## src/rtl/ps2_pkg.sv

```systemverilog
// Shared constants and types for the PS/2 keyboard front end.
// Scan-code set 2 values, shift-bit positions and the receiver state encoding.
package ps2_pkg;

   localparam logic [7:0] SC_EXT    = 8'hE0;
   localparam logic [7:0] SC_BREAK  = 8'hF0;
   localparam logic [7:0] SC_PAUSE  = 8'hE1;
   localparam logic [7:0] SC_LSHIFT = 8'h12;
   localparam logic [7:0] SC_RSHIFT = 8'h59;
   localparam logic [7:0] SC_CTRL   = 8'h14;
   localparam logic [7:0] SC_CAPS   = 8'h58;

   localparam int SH_SHIFT = 0;
   localparam int SH_CTRL  = 1;
   localparam int SH_CAPS  = 2;

   typedef enum logic [1:0] {RX_IDLE, RX_DATA, RX_PARITY, RX_STOP} rx_state_t;

endpackage

```

## src/rtl/ps2_rx.sv

```systemverilog
// PS/2 frame receiver: pin synchronisers, clock glitch filter, framing FSM, timeout.
// Define PS2_PARITY_CHECK_EN to reject frames whose odd parity does not hold.
module ps2_rx
   import ps2_pkg::*;
#(
   parameter int FILTER_LEN  = 8,
   parameter int TIMEOUT_CYC = 100000
) (
   input  logic       clk_50m,
   input  logic       rst,
   input  logic       ps2_clk,
   input  logic       ps2_data,
   output logic       byte_valid,
   output logic [7:0] byte_data,
   output logic       frame_err
);

   localparam int FW = $clog2(FILTER_LEN + 1);
   localparam int TW = $clog2(TIMEOUT_CYC + 1);

   logic [1:0]    clk_sync, dat_sync;
   logic [FW-1:0] flt_cnt;
   logic          clk_flt, fall;

   // Filtered clock only moves after FILTER_LEN samples disagreeing with it.
   always_ff @(posedge clk_50m) begin
      if (rst) begin
         clk_sync <= 2'b11;
         dat_sync <= 2'b11;
         flt_cnt  <= '0;
         clk_flt  <= 1'b1;
         fall     <= 1'b0;
      end else begin
         clk_sync <= {clk_sync[0], ps2_clk};
         dat_sync <= {dat_sync[0], ps2_data};
         fall     <= 1'b0;
         if (clk_sync[1] == clk_flt) begin
            flt_cnt <= '0;
         end else if (flt_cnt == FW'(FILTER_LEN - 1)) begin
            clk_flt <= clk_sync[1];
            flt_cnt <= '0;
            fall    <= ~clk_sync[1];
         end else begin
            flt_cnt <= flt_cnt + 1'b1;
         end
      end
   end

   rx_state_t     state, state_n;
   logic [2:0]    bit_cnt, bit_cnt_n;
   logic [7:0]    shreg, shreg_n;
   logic [TW-1:0] idle_cnt;
   logic          valid_n, err_n, stop_ok, dat;

   assign dat = dat_sync[1];

`ifdef PS2_PARITY_CHECK_EN
   logic par, par_n;
   assign stop_ok = dat & (^{shreg, par});
`else
   assign stop_ok = dat;
`endif

   always_comb begin
      state_n   = state;
      bit_cnt_n = bit_cnt;
      shreg_n   = shreg;
      valid_n   = 1'b0;
      err_n     = 1'b0;
`ifdef PS2_PARITY_CHECK_EN
      par_n     = par;
`endif
      if (fall) begin
         case (state)
            RX_IDLE: if (!dat) begin
               state_n   = RX_DATA;
               bit_cnt_n = 3'd0;
            end
            RX_DATA: begin
               shreg_n   = {dat, shreg[7:1]};
               bit_cnt_n = bit_cnt + 3'd1;
               if (bit_cnt == 3'd7) state_n = RX_PARITY;
            end
            RX_PARITY: begin
`ifdef PS2_PARITY_CHECK_EN
               par_n   = dat;
`endif
               state_n = RX_STOP;
            end
            default: begin
               state_n = RX_IDLE;
               valid_n = stop_ok;
               err_n   = ~stop_ok;
            end
         endcase
      end else if (state != RX_IDLE && idle_cnt == TW'(TIMEOUT_CYC - 1)) begin
         state_n = RX_IDLE;
         err_n   = 1'b1;
      end
   end

   always_ff @(posedge clk_50m) begin
      if (rst) begin
         state      <= RX_IDLE;
         bit_cnt    <= '0;
         shreg      <= '0;
         idle_cnt   <= '0;
         byte_valid <= 1'b0;
         frame_err  <= 1'b0;
`ifdef PS2_PARITY_CHECK_EN
         par        <= 1'b0;
`endif
      end else begin
         state      <= state_n;
         bit_cnt    <= bit_cnt_n;
         shreg      <= shreg_n;
         byte_valid <= valid_n;
         frame_err  <= err_n;
         idle_cnt   <= (fall || state == RX_IDLE) ? '0 : idle_cnt + 1'b1;
`ifdef PS2_PARITY_CHECK_EN
         par        <= par_n;
`endif
      end
   end

   assign byte_data = shreg;

endmodule

```

## src/rtl/ps2_keyboard.sv

```systemverilog
// PS/2 keyboard front end: scan-code set 2 decoder, modifier tracking, stretched ready.
// Parity enforcement in the receiver is enabled by defining PS2_PARITY_CHECK_EN.
module ps2_keyboard
   import ps2_pkg::*;
#(
   parameter int FILTER_LEN    = 8,
   parameter int TIMEOUT_CYC   = 100000,
   parameter int READY_STRETCH = 4
) (
   input  logic       clk_50m,
   input  logic       rst,
   input  logic       ps2_clk,
   input  logic       ps2_data,
   output logic [7:0] keyCode,
   output logic       dataReady,
   output logic [2:0] shift,
   output logic       frame_err
);

   logic       byte_valid;
   logic [7:0] byte_data;

   ps2_rx #(.FILTER_LEN(FILTER_LEN), .TIMEOUT_CYC(TIMEOUT_CYC)) u_rx (
      .clk_50m    (clk_50m),
      .rst        (rst),
      .ps2_clk    (ps2_clk),
      .ps2_data   (ps2_data),
      .byte_valid (byte_valid),
      .byte_data  (byte_data),
      .frame_err  (frame_err)
   );

   logic       ext, brk, lsh, rsh;
   logic       ext_n, brk_n, lsh_n, rsh_n, ctrl_n, caps_n, load;
   logic [3:0] rdy_cnt;

   always_comb begin
      ext_n  = ext;
      brk_n  = brk;
      lsh_n  = lsh;
      rsh_n  = rsh;
      ctrl_n = shift[SH_CTRL];
      caps_n = shift[SH_CAPS];
      load   = 1'b0;
      if (byte_valid) begin
         case (byte_data)
            SC_EXT:   ext_n = 1'b1;
            SC_BREAK: brk_n = 1'b1;
            SC_PAUSE: ;
            default: begin
               ext_n = 1'b0;
               brk_n = 1'b0;
               case (byte_data)
                  SC_LSHIFT: lsh_n  = ~brk;
                  SC_RSHIFT: rsh_n  = ~brk;
                  SC_CTRL:   ctrl_n = ~brk;
                  SC_CAPS:   if (!brk) caps_n = ~shift[SH_CAPS];
                  default:   load = ~brk;
               endcase
            end
         endcase
      end
   end

   // rdy_cnt counts the remaining high cycles after the first one.
   always_ff @(posedge clk_50m) begin
      if (rst) begin
         ext       <= 1'b0;
         brk       <= 1'b0;
         lsh       <= 1'b0;
         rsh       <= 1'b0;
         shift     <= '0;
         keyCode   <= '0;
         dataReady <= 1'b0;
         rdy_cnt   <= '0;
      end else begin
         ext             <= ext_n;
         brk             <= brk_n;
         lsh             <= lsh_n;
         rsh             <= rsh_n;
         shift[SH_SHIFT] <= lsh_n | rsh_n;
         shift[SH_CTRL]  <= ctrl_n;
         shift[SH_CAPS]  <= caps_n;
         if (load) begin
            keyCode   <= ext ? {1'b1, byte_data[6:0]} : byte_data;
            dataReady <= 1'b1;
            rdy_cnt   <= 4'(READY_STRETCH - 1);
         end else if (rdy_cnt != 4'd0) begin
            rdy_cnt <= rdy_cnt - 4'd1;
         end else begin
            dataReady <= 1'b0;
         end
      end
   end

endmodule

```

## config.mk

```make
export PLATFORM = sky130hd
export DESIGN_NAME = ps2_keyboard
export DESIGN_NICKNAME = d
export VERILOG_FILES = /design/src/rtl/ps2_pkg.sv /design/src/rtl/ps2_rx.sv /design/src/rtl/ps2_keyboard.sv
export SDC_FILE = /design/constraint.sdc
export NUM_CORES = 1
export LEC_CHECK = 0
export ABC_AREA = 1
export CAP_MARGIN = 20
export CORE_ASPECT_RATIO = 1.2
export CORE_MARGIN = 2
export CORE_UTILIZATION = 60
export CTS_BUF_LIST = sky130_fd_sc_hd__clkbuf_8
export DETAILED_ROUTE_END_ITERATION = 10
export PLACE_DENSITY_LB_ADDON = 0.15
export RECOVER_POWER = 100
export SLEW_MARGIN = 5
export SYNTH_ARGS = -nofsm -noshare
export SYNTH_HDL_FRONTEND = slang
export SYNTH_SLANG_ARGS = --single-unit
```

## constraint.sdc

```tcl
create_clock -name clk_50m -period 4.28 [get_ports clk_50m]
set_input_delay 0.856 -clock clk_50m [delete_from_list [all_inputs] [get_ports clk_50m]]
set_output_delay 0.856 -clock clk_50m [all_outputs]
set_load 0.005 [all_outputs]
```

==> results.cfg <==
[critical_path]
reg2reg_to = u_rx.idle_cnt[9]
rrSetupSlack_ps = 2200
endpoint_kind = register
required_ps = 4570
r2r-start = u_rx.state[0]
critical_path_class = primary input to register
cp_common_cell = nor2_1
cpLargestDelayFamily = buffers and inverters
slowest_stage = dlygate4sd3_1
crit_fanout = 15
critPathMaxStageDelay_ps = 720
worstPathCellList = dlygate4sd3_1 -> nor2_1 -> inv_1 -> nor2_1 -> clkinv_1 -> a21oi_1 -> o21a_1
r2r.worst_path.cells = 6
cp.depth = 7
start_kind = primary input
setup.worst_path.end = u_rx.idle_cnt[9]
arrival_ps = 3060
startpoint = rst
critPathBufInv = 3

[yosys]
synth_nets = 399
ys_seq_area_frac = 0.433
syn_area_mm2 = 0.00286
yosysMostFrequentCell = nor2_1
synth.distinct_cells = 31
yosysTopAreaCellShare = 0.433
synth.avg_cell_area_um2 = 7.42
yosys_warnings = 0
synth_common_cells = nor2_1 (64), dfxtp_1 (62), nand2_1 (62)
ys_ff_latch = 62
synth_ff_type = dfxtp_1
async_reset_ff_frac = 0
synth_enable_flop_cells = 0
synth_top_area_cell = dfxtp_1
synthCells = 386
ys_top_cells_by_area = dfxtp_1 (43%), nor2_1 (8.4%), nand2_1 (8.1%)

[placed_design]
io_buffers = 16
gp_congestion = 0.902
place_ws_ps = 1600
hpwlAfterDp_um = 3860
place_area_mm2 = 0.00308

[cts]
cts_sinks = 62
clk_path_buf_depth = 2
post_cts_buffers = 0
path_clk_slew_ps = 60
postCtsResizedCells = 0
cts_tree = yes
cts_root_buf = clkbuf_8
cts_made_buffers = 9
ctsHtreeMaxLevel = 3
cts_hold_buf = 0
clk_latency_ps = 340

[floorplanning]
die_y_um = 79.7
core_region_area_mm2 = 0.00459
io_pins = 17
row_count = 27
start_util = 0.623
die_area_mm2 = 0.00534
die_x_um = 67.1

[layout]
n_antenna_cell = 0
fillCellCount = 380
final_area_mm2 = 0.00331
nNetsFinal = 422
area_delta_synth_final_pct = 15.6
drive_gt1_frac = 0.130

[outcome]
status = complete, no violations

[pwr]
p_leak_nw = 1.32
p_total_mw = 1.34
cellPowerDensity_mw_per_mm2 = 404
peakVddDrop_uv = 274

[timing]
setup_tns_ps = 0
fin_crit_sh = 0.649
hold_viol = 0
fmax_ghz = 0.360
fin_ws_ps = 1500
holdWs_ps = 410
setup_viol = 0
maxSlewHeadroom = 0.564
grt_setup_unrepaired = no
timing.final.crit_period_ps = 2780
maxSlewViolCount = 0
worst_pin_slew_ps = 654
fin_skew_ps = 7.94

[grt]
grt_max_degree = 26
grt_use_total = 0.225
grt_pass1_vias = 2267
grt.overflow.total = 0
grt_pass1_wl_um = 9120
antenna_found_initial = 0

[detailed_routing]
viasPerCell = 5.11
via_count = 2410
drtIter0Drc = 119
drc_errors = 0
wl_per_cell_um = 11.2
antenna_left = 0
postRouteWirelength_um = 5270
drt-pass1-iter-count = 4

[min_path]
hold_class = register to register

[job]
drv_cap = 0
[routing by layer]
layer  global-route usage  share of wire  vias to the layer above  routed length [um]
met5                    0              0                        -                   0
met4                0.106          0.021                        0                 110
met3               0.0705          0.038                       12                 200
met2                0.398           0.52                       47                2730
met1                0.236           0.42                     1072                2220
li1                     -              -                     1279                   -
[sequential cells by signal, summed over array words and instances, names as in the netlist, 3 cells and up]
signal,cells
rdy_cnt,4
keyCode,8
u_rx.flt_cnt,4
u_rx.idle_cnt,17
shift,3
u_rx.bit_cnt,3
u_rx.byte_data,8
[where the power goes]
part	switching (mW)	internal, mW	total (mW)
registers	0.0110	0.597	0.608
logic	0.0581	0.0449	0.103
clock network	0.227	0.401	0.628
[worst min-delay path by stage]
stage	start	to	slack (ps)	cells past startpoint
global placement	u_rx.dat_sync[0]	u_rx.dat_sync[1]	390	1
CTS	u_rx.dat_sync[0]	u_rx.dat_sync[1]	410	1
global route	u_rx.dat_sync[0]	u_rx.dat_sync[1]	440	1
floorplan	u_rx.clk_sync[0]	u_rx.clk_sync[1]	390	1
detailed placement	u_rx.dat_sync[0]	u_rx.dat_sync[1]	390	1
finish	u_rx.dat_sync[0]	u_rx.dat_sync[1]	410	1
[cell usage in the layout (no fill, tap or decap), types with 5 or more instances in the layout]
cell type	instances
a21oi_1	30
clkbuf_8	10
dfxtp_1	62
dlygate4sd3_1	14
ha_1	9
inv_1	39
inv_2	9
nand2_1	62
nand3_1	30
nand4_1	5
nor2_1	65
nor2_2	6
nor2_4	5
nor3_1	6
o21ai_0	23
or2_2	6
[logic make-up after synthesis]
kind of cell               share of synthesized area
AOI/OAI and AO/OA                              0.102
xor gates and xnor gates                      0.0183
and+or+nand+nor                                0.337
buffers and inverters                         0.0695
DFF                                            0.433
adders and majority gates                     0.0393
[per-stage QoR]
step                cells  utilization
finish                472        0.721
CTS                   472        0.724
global route          472        0.721
detailed placement    456        0.671
floorplan             386            -
global placement      456        0.671
[cell type report]
type / instances / area [um^2] / share of cell area
multi-input cells: 271 / 1410 / 0.425
flip-flops and latches: 62 / 1240 / 0.375
inverters: 49 / 184 / 0.0555
repair buffers: 16 / 160 / 0.0484
clock buffers: 10 / 138 / 0.0416
clock inverters: 6 / 109 / 0.0329
well taps: 58 / 72.6 / 0.0219
[worst register-to-register path, delay by kind of cell (launching register included)]
kind                     cells  cell delay (ps)
AO/OA/AOI/OAI                2              400
flip-flops                   1              370
buffers and inverters        2              530
AND/OR/NAND/NOR              1              480
adder cells (fa/ha/maj)      1              260
No activity file was read; power rests on OpenSTA's default activity.
